===== src/rtl/cnn_defs.sv =====
// ---------------------------------------------------------------------------
// cnn_defs -- shared definitions for the 2-parallel conv output reader.
//
// Contents:
//   DEF_PIX_W       default pixel width in bits
//   Y0_LSB / Y1_LSB bit offsets of y0 and y1 inside a stored pair; pairs are
//                   packed {y1, y0}, so the even (earlier) pixel sits in the
//                   low half
//   clog2()         ceiling log2 usable in parameter and port declarations
// ---------------------------------------------------------------------------
package cnn_defs;

  localparam int DEF_PIX_W = 8;

  // Packing order of a pixel pair: {y1, y0}. Offsets are in units of PIX_W.
  localparam int Y0_LSB = 0;
  localparam int Y1_LSB = 1;

  // Ceiling log2; clog2(1) = 0, clog2(2) = 1, clog2(4) = 2, clog2(5) = 3.
  function automatic int clog2(input int n);
    int r;
    int v;
    r = 0;
    v = n - 1;
    while (v > 0) begin
      r = r + 1;
      v = v >> 1;
    end
    return r;
  endfunction

endpackage


===== src/rtl/cnn_pair_fifo.sv =====
// ---------------------------------------------------------------------------
// cnn_pair_fifo -- generic DEPTH x WIDTH synchronous-write FIFO.
//
// The head entry is presented combinationally on rdata so the consumer can
// mux it without an extra cycle of latency.
//
// Ports:
//   clk    in   clock, all state on posedge
//   rst    in   asynchronous active-high reset (pointers and level to 0)
//   push   in   write wdata this cycle (ignored while full)
//   pop    in   retire the head entry this cycle (ignored while empty)
//   wdata  in   WIDTH  entry to write
//   rdata  out  WIDTH  head entry (undefined while empty)
//   level  out  clog2(DEPTH)+1  entries currently stored
//   full   out  level == DEPTH
//   empty  out  level == 0
// ---------------------------------------------------------------------------
module cnn_pair_fifo
  import cnn_defs::*;
#(
  parameter int WIDTH = 16,
  parameter int DEPTH = 4
) (
  input  logic                  clk,
  input  logic                  rst,
  input  logic                  push,
  input  logic                  pop,
  input  logic [WIDTH-1:0]      wdata,
  output logic [WIDTH-1:0]      rdata,
  output logic [clog2(DEPTH):0] level,
  output logic                  full,
  output logic                  empty
);

  localparam int AW = clog2(DEPTH);
  localparam int LW = AW + 1;

  logic [WIDTH-1:0] mem_q [DEPTH];

  logic [AW-1:0] wr_ptr_q, wr_ptr_d;
  logic [AW-1:0] rd_ptr_q, rd_ptr_d;
  logic [LW-1:0] level_q,  level_d;

  logic do_push;
  logic do_pop;

  assign full  = (level_q == LW'(DEPTH));
  assign empty = (level_q == '0);
  assign level = level_q;
  assign rdata = mem_q[rd_ptr_q];

  // No bypass: a full FIFO refuses a push even if the head leaves this cycle.
  assign do_push = push && !full;
  assign do_pop  = pop && !empty;

  always_comb begin
    // DEPTH is a power of two, so pointer overflow is the wrap.
    wr_ptr_d = wr_ptr_q + AW'(do_push);
    rd_ptr_d = rd_ptr_q + AW'(do_pop);
    level_d  = level_q;
    case ({do_push, do_pop})
      2'b10:   level_d = level_q + LW'(1);
      2'b01:   level_d = level_q - LW'(1);
      default: level_d = level_q;
    endcase
  end

  always_ff @(posedge clk or posedge rst) begin
    if (rst) begin
      wr_ptr_q <= '0;
      rd_ptr_q <= '0;
      level_q  <= '0;
    end else begin
      wr_ptr_q <= wr_ptr_d;
      rd_ptr_q <= rd_ptr_d;
      level_q  <= level_d;
    end
  end

  // Storage carries no reset so it can map onto plain memory.
  always_ff @(posedge clk) begin
    if (do_push) begin
      mem_q[wr_ptr_q] <= wdata;
    end
  end

endmodule


===== src/rtl/cnn_p2s_reader.sv =====
// ---------------------------------------------------------------------------
// cnn_p2s_reader -- buffers pixel pairs from the 2-parallel conv core and
// re-emits them one pixel per clock under valid/ready, marking frame end.
//
// Ports:
//   clk        in   clock, all state on posedge
//   rst        in   asynchronous active-high reset
//   in_valid   in   pair present on in_y0/in_y1
//   in_ready   out  FIFO can accept a pair this cycle
//   in_y0      in   PIX_W  even (first) pixel of pair
//   in_y1      in   PIX_W  odd (second) pixel of pair
//   out_valid  out  out_data holds a valid pixel
//   out_ready  in   downstream accepts out_data this cycle
//   out_data   out  PIX_W  serialized pixel (0 when out_valid=0)
//   out_last   out  out_data is the last pixel of a frame
//   level      out  clog2(DEPTH)+1  pairs currently stored
//   err_ovf    out  sticky: in_valid seen while FIFO full
// ---------------------------------------------------------------------------
module cnn_p2s_reader
  import cnn_defs::*;
#(
  parameter int PIX_W     = DEF_PIX_W,
  parameter int DEPTH     = 4,
  parameter int FRAME_LEN = 16
) (
  input  logic                  clk,
  input  logic                  rst,
  input  logic                  in_valid,
  output logic                  in_ready,
  input  logic [PIX_W-1:0]      in_y0,
  input  logic [PIX_W-1:0]      in_y1,
  output logic                  out_valid,
  input  logic                  out_ready,
  output logic [PIX_W-1:0]      out_data,
  output logic                  out_last,
  output logic [clog2(DEPTH):0] level,
  output logic                  err_ovf
);

  localparam int CNT_W = clog2(FRAME_LEN);
  localparam logic [CNT_W-1:0] LAST_CNT = CNT_W'(FRAME_LEN - 1);

  logic [2*PIX_W-1:0] head;
  logic [2*PIX_W-1:0] pair_in;
  logic               full;
  logic               empty;
  logic               push;
  logic               pop;
  logic               fire;

  logic             sel_q,     sel_d;
  logic [CNT_W-1:0] pix_cnt_q, pix_cnt_d;
  logic             err_ovf_q, err_ovf_d;

  assign pair_in = {in_y1, in_y0};

  assign in_ready  = !full;
  assign out_valid = !empty;
  assign push      = in_valid && !full;
  assign fire      = out_valid && out_ready;
  // The pair leaves the FIFO only once its second pixel (y1) is taken.
  assign pop       = fire && sel_q;

  cnn_pair_fifo #(
    .WIDTH (2 * PIX_W),
    .DEPTH (DEPTH)
  ) u_fifo (
    .clk   (clk),
    .rst   (rst),
    .push  (push),
    .pop   (pop),
    .wdata (pair_in),
    .rdata (head),
    .level (level),
    .full  (full),
    .empty (empty)
  );

  always_comb begin
    out_data = '0;
    if (out_valid) begin
      out_data = sel_q ? head[Y1_LSB*PIX_W +: PIX_W]
                       : head[Y0_LSB*PIX_W +: PIX_W];
    end
  end

  // FRAME_LEN is even and frames start on y0, so this only fires on y1.
  assign out_last = out_valid && (pix_cnt_q == LAST_CNT);
  assign err_ovf  = err_ovf_q;

  always_comb begin
    sel_d     = sel_q;
    pix_cnt_d = pix_cnt_q;
    err_ovf_d = err_ovf_q | (in_valid & full);
    if (fire) begin
      sel_d     = ~sel_q;
      pix_cnt_d = (pix_cnt_q == LAST_CNT) ? '0 : pix_cnt_q + CNT_W'(1);
    end
  end

  always_ff @(posedge clk or posedge rst) begin
    if (rst) begin
      sel_q     <= 1'b0;
      pix_cnt_q <= '0;
      err_ovf_q <= 1'b0;
    end else begin
      sel_q     <= sel_d;
      pix_cnt_q <= pix_cnt_d;
      err_ovf_q <= err_ovf_d;
    end
  end

endmodule


===== config.mk =====
export PLATFORM = sky130hd
export DESIGN_NAME = cnn_p2s_reader
export DESIGN_NICKNAME = d
export VERILOG_FILES = /design/src/rtl/cnn_defs.sv /design/src/rtl/cnn_pair_fifo.sv /design/src/rtl/cnn_p2s_reader.sv
export SDC_FILE = /design/constraint.sdc
export NUM_CORES = 1
export LEC_CHECK = 0
export CAP_MARGIN = 5
export CORE_MARGIN = 1
export CORE_UTILIZATION = 50
export CTS_CLUSTER_DIAMETER = 100
export DETAILED_ROUTE_END_ITERATION = 8
export PLACE_DENSITY = 0.75
export SLEW_MARGIN = 25
export SYNTH_ARGS = -nofsm -noshare
export SYNTH_HDL_FRONTEND = slang
export SYNTH_SLANG_ARGS = --single-unit

===== constraint.sdc =====
create_clock -name clk -period 2.3 [get_ports clk]
set_input_delay 0.46 -clock clk [delete_from_list [all_inputs] [get_ports clk]]
set_output_delay 0.46 -clock clk [all_outputs]
set_load 0.02 [all_outputs]

==> flow_metrics.py, run 1 <==
metrics = {
    "outcome": {
        "status": "finished clean",
    },
    "global_route": {
        "antenna_found_initial": 0,
        "grt_pass1_vias": 1764,
        "grt_overflow": 0,
        "grt_max_degree": 23,
        "gr-usage-all-layers": 0.191,
        "grt_pass1_wl_mm": 8.80,
    },
    "placement": {
        "portBuffers": 34,
        "place_inst": 294,
        "place_hpwl_mm": 3.53,
        "gp_congestion": 0.685,
    },
    "power_and_ir_drop": {
        "power.leakage_nw": 1.44,
        "power.density_nw_per_um2": 1320,
        "vdd_drop_max_uv": 701,
        "finalPower_mw": 5.01,
    },
    "setup_path": {
        "crit_chain": "or3_4 -> buf_4 -> and3_1 -> dlygate4sd2_1",
        "crit_type": "reg -> out",
        "worstPathMaxFanout": 8,
        "critPathLaunchType": "flop",
        "crit_slowest_cell": "dfrtp_2",
        "worst-endpoint-arrival_ns": 1.81,
        "r2r_start": "u_fifo.level[0]",
        "slowest_delay_ns": 0.45,
        "crit_required_ns": 1.84,
        "critPathCaptureType": "primary output",
        "startpoint": "u_fifo.level[0]",
    },
    "finish": {
        "regArea_um2": 2250,
        "multi_input_area_um2": 855,
        "drive_gt1_frac": 0.198,
        "finalNonFillerCells": 312,
        "n_antenna_cell": 0,
        "syn_to_final_growth_pct": 21.2,
        "fin_nets": 257,
        "nFillCells": 452,
    },
    "clock_tree": {
        "ctsRootBufferMaster": "clkbuf_8",
        "ctsLongestPathBuffers": 2,
        "cts_htree_levels": 3,
        "cts_num_sinks": 77,
        "clkSlewWorstSetupHoldPaths_ns": 0.07,
        "holdBufCountCts": 0,
        "clk_latency_ns": 0.34,
        "cts_tree": "done",
        "numCtsBuffers": 9,
    },
    "synth": {
        "ys_ff_latch": 77,
        "synth_nets": 209,
        "netlist.area_leader.share": 0.614,
        "synth_flop_cell": "edfxtp_1",
        "synth.avg_cell_area_um2": 17.0,
        "ys_top_cells_by_count": "64 x edfxtp_1, 33 x mux2i_1, 16 x a22oi_1, 13 x dfrtp_1, 10 x and3_1",
        "synth-warning-count": 0,
        "ys_seq_area_frac": 0.718,
        "synth_most_common_cell": "edfxtp_1",
        "synthArstFlopShare": 0.169,
        "synth_top_cell_by_area": "edfxtp_1",
        "ys_top_cells_by_area": "edfxtp_1 61%, mux2i_1 11%, dfrtp_1 10%, a22oi_1 3.8%, and3_1 2.0%",
        "syn_area_um2": 3130,
        "synth-edff-count": 64,
        "synth_cell_types": 34,
        "synthCells": 184,
    },
    "floorplanning": {
        "io_pins": 35,
        "die_h_um": 81.1,
        "die_area_um2": 6580,
        "die_x_um": 81.1,
        "floorplan.initialDensity": 0.523,
        "core-area_um2": 5990,
        "placement_rows": 28,
    },
    "timing": {
        "skew_ns": 0.00726,
        "timing.setup.tns_ns": 0,
        "worstMarginPinSlew_ns": 0.491,
        "rsz0062_at_grt": "yes",
        "fin_crit_sh": 0.987,
        "fin_crit_ns": 2.27,
        "slew_violations": 0,
        "relSlewSlack": 0.672,
        "finalSetupViolations": 0,
        "finalHoldViolCount": 0,
        "max_freq_mhz": 440,
    },
    "drt": {
        "wl_mm": 5.60,
        "initialDrtViolationCount": 84,
        "wl_met1_mm": 2.44,
        "drtPass1Iterations": 4,
        "wl_met2_mm": 2.85,
        "avgRoutedWirePerCell_um": 17.9,
        "route.detailed.drc": 0,
        "highest_layer": "met4",
        "vias_per_cell": 5.52,
        "wl_met3_um": 239,
        "postRouteAntennaNets": 0,
        "num_vias": 1723,
    },
    "run": {
        "drv_cap": 0,
    },
    "worst_hold_path": {
        "hp-class": "in -> async",
    },
}
## critical path: cells and delay by family (launching register included)
| family | cells | cell delay, ns |
|---|---|---|
| and+or+nand+nor | 2 | 0.53 |
| buffers and inverters | 2 | 0.50 |
| DFF | 1 | 0.45 |
## per-stage QoR
| stage | area [um^2] | utilization | hold WS (ns) | setup WS, ns |
|---|---|---|---|---|
| after global placement | 3610 | 0.602 | 0.455 | -0.0646 |
| after detailed placement | 3610 | 0.602 | 0.459 | -0.110 |
| after floorplan | 3150 | - | 0.337 | 0.0754 |
| after CTS | 3810 | 0.636 | 0.443 | -0.00516 |
| after global routing | 3790 | 0.633 | 0.511 | -0.0447 |
| final | 3790 | 0.633 | 0.442 | 0.0296 |
## cells by family (layout without fill, tap and decap cells)
family	Yosys count	in the layout	synth area share
multiplexers	35	35	0.113
AO/OA/AOI/OAI	22	22	0.0523
adder cells (fa/ha/maj)	5	5	0.0224
flip-flops	77	77	0.718
AND/OR/NAND/NOR	25	25	0.0523
XOR/XNOR	7	7	0.0196
buffers and inverters	13	66	0.0232
## cell type report
class | instances | share of cell area
Inverter | 5 | 0.00495
Tap cell | 75 | 0.0247
Multi-Input combinational cell | 94 | 0.225
Sequential cell | 77 | 0.593
Timing Repair Buffer | 45 | 0.107
Clock inverter | 2 | 0.00231
Clock buffer | 14 | 0.0429
## layout by cell type, fill, tap and decap left out, types with 2 or more instances in the layout
master           instances
nand2_1                  2
dlygate4sd2_1            3
clkdlybuf4s50_1         24
clkbuf_1                 3
a22oi_1                 16
edfxtp_1                64
xor2_1                   4
nor2b_4                  2
buf_4                    9
ha_1                     4
clkbuf_8                11
mux2_2                   2
mux2i_1                 32
dfrtp_1                 10
inv_1                    4
xnor2_1                  3
nor3b_2                  2
dfrtp_2                  3
and3_1                  10
clkbuf_2                 6
## flip-flops by register name, indices dropped and copies added (netlist names)
register / count
u_fifo.mem_q: 64
pix_cnt_q: 4
u_fifo.level: 3
u_fifo.rd_ptr_q: 2
u_fifo.wr_ptr_q: 2
err_ovf: 1
sel_q: 1
## layer usage
metal	global-route usage	vias up
met5	0	-
met4	0.0911	0
met3	0.0393	8
met2	0.313	43
met1	0.245	860
li1	-	812
## path summary, 6_finish.rpt
check                                          end  cells after the start  slack, ns
worst max-delay path                   out_data[5]                      4       0.03
worst min-delay path            u_fifo.wr_ptr_q[0]                      2       0.44
worst max register to register     u_fifo.level[2]                      9       0.15
worst min register to register             err_ovf                      1       0.47
max in group asynchronous          u_fifo.level[2]                      2       1.50
min in group clk                           err_ovf                      1       0.47
## repair_timing
action	4_1_cts	5_1_grt
endpoints found under the setup margin	10	10
pin swaps	1	0
gates resized for setup	21	14
buffers inserted	2	0
## power breakdown
part	total (mW)	internal (mW)	switching (mW)	leakage, nW
clock	0.883	0.447	0.436	0.0881
combinational	2.02	0.911	1.10	0.614
sequential	2.11	1.89	0.217	0.734
No activity file was read; power rests on OpenSTA's default activity.
==> run 2, diff against run 1 <==
CTS_CLUSTER_DIAMETER = not set   (was 100)
==> results of run 2 <==
Final layout, timing and power as in run 1 (identical DEF).
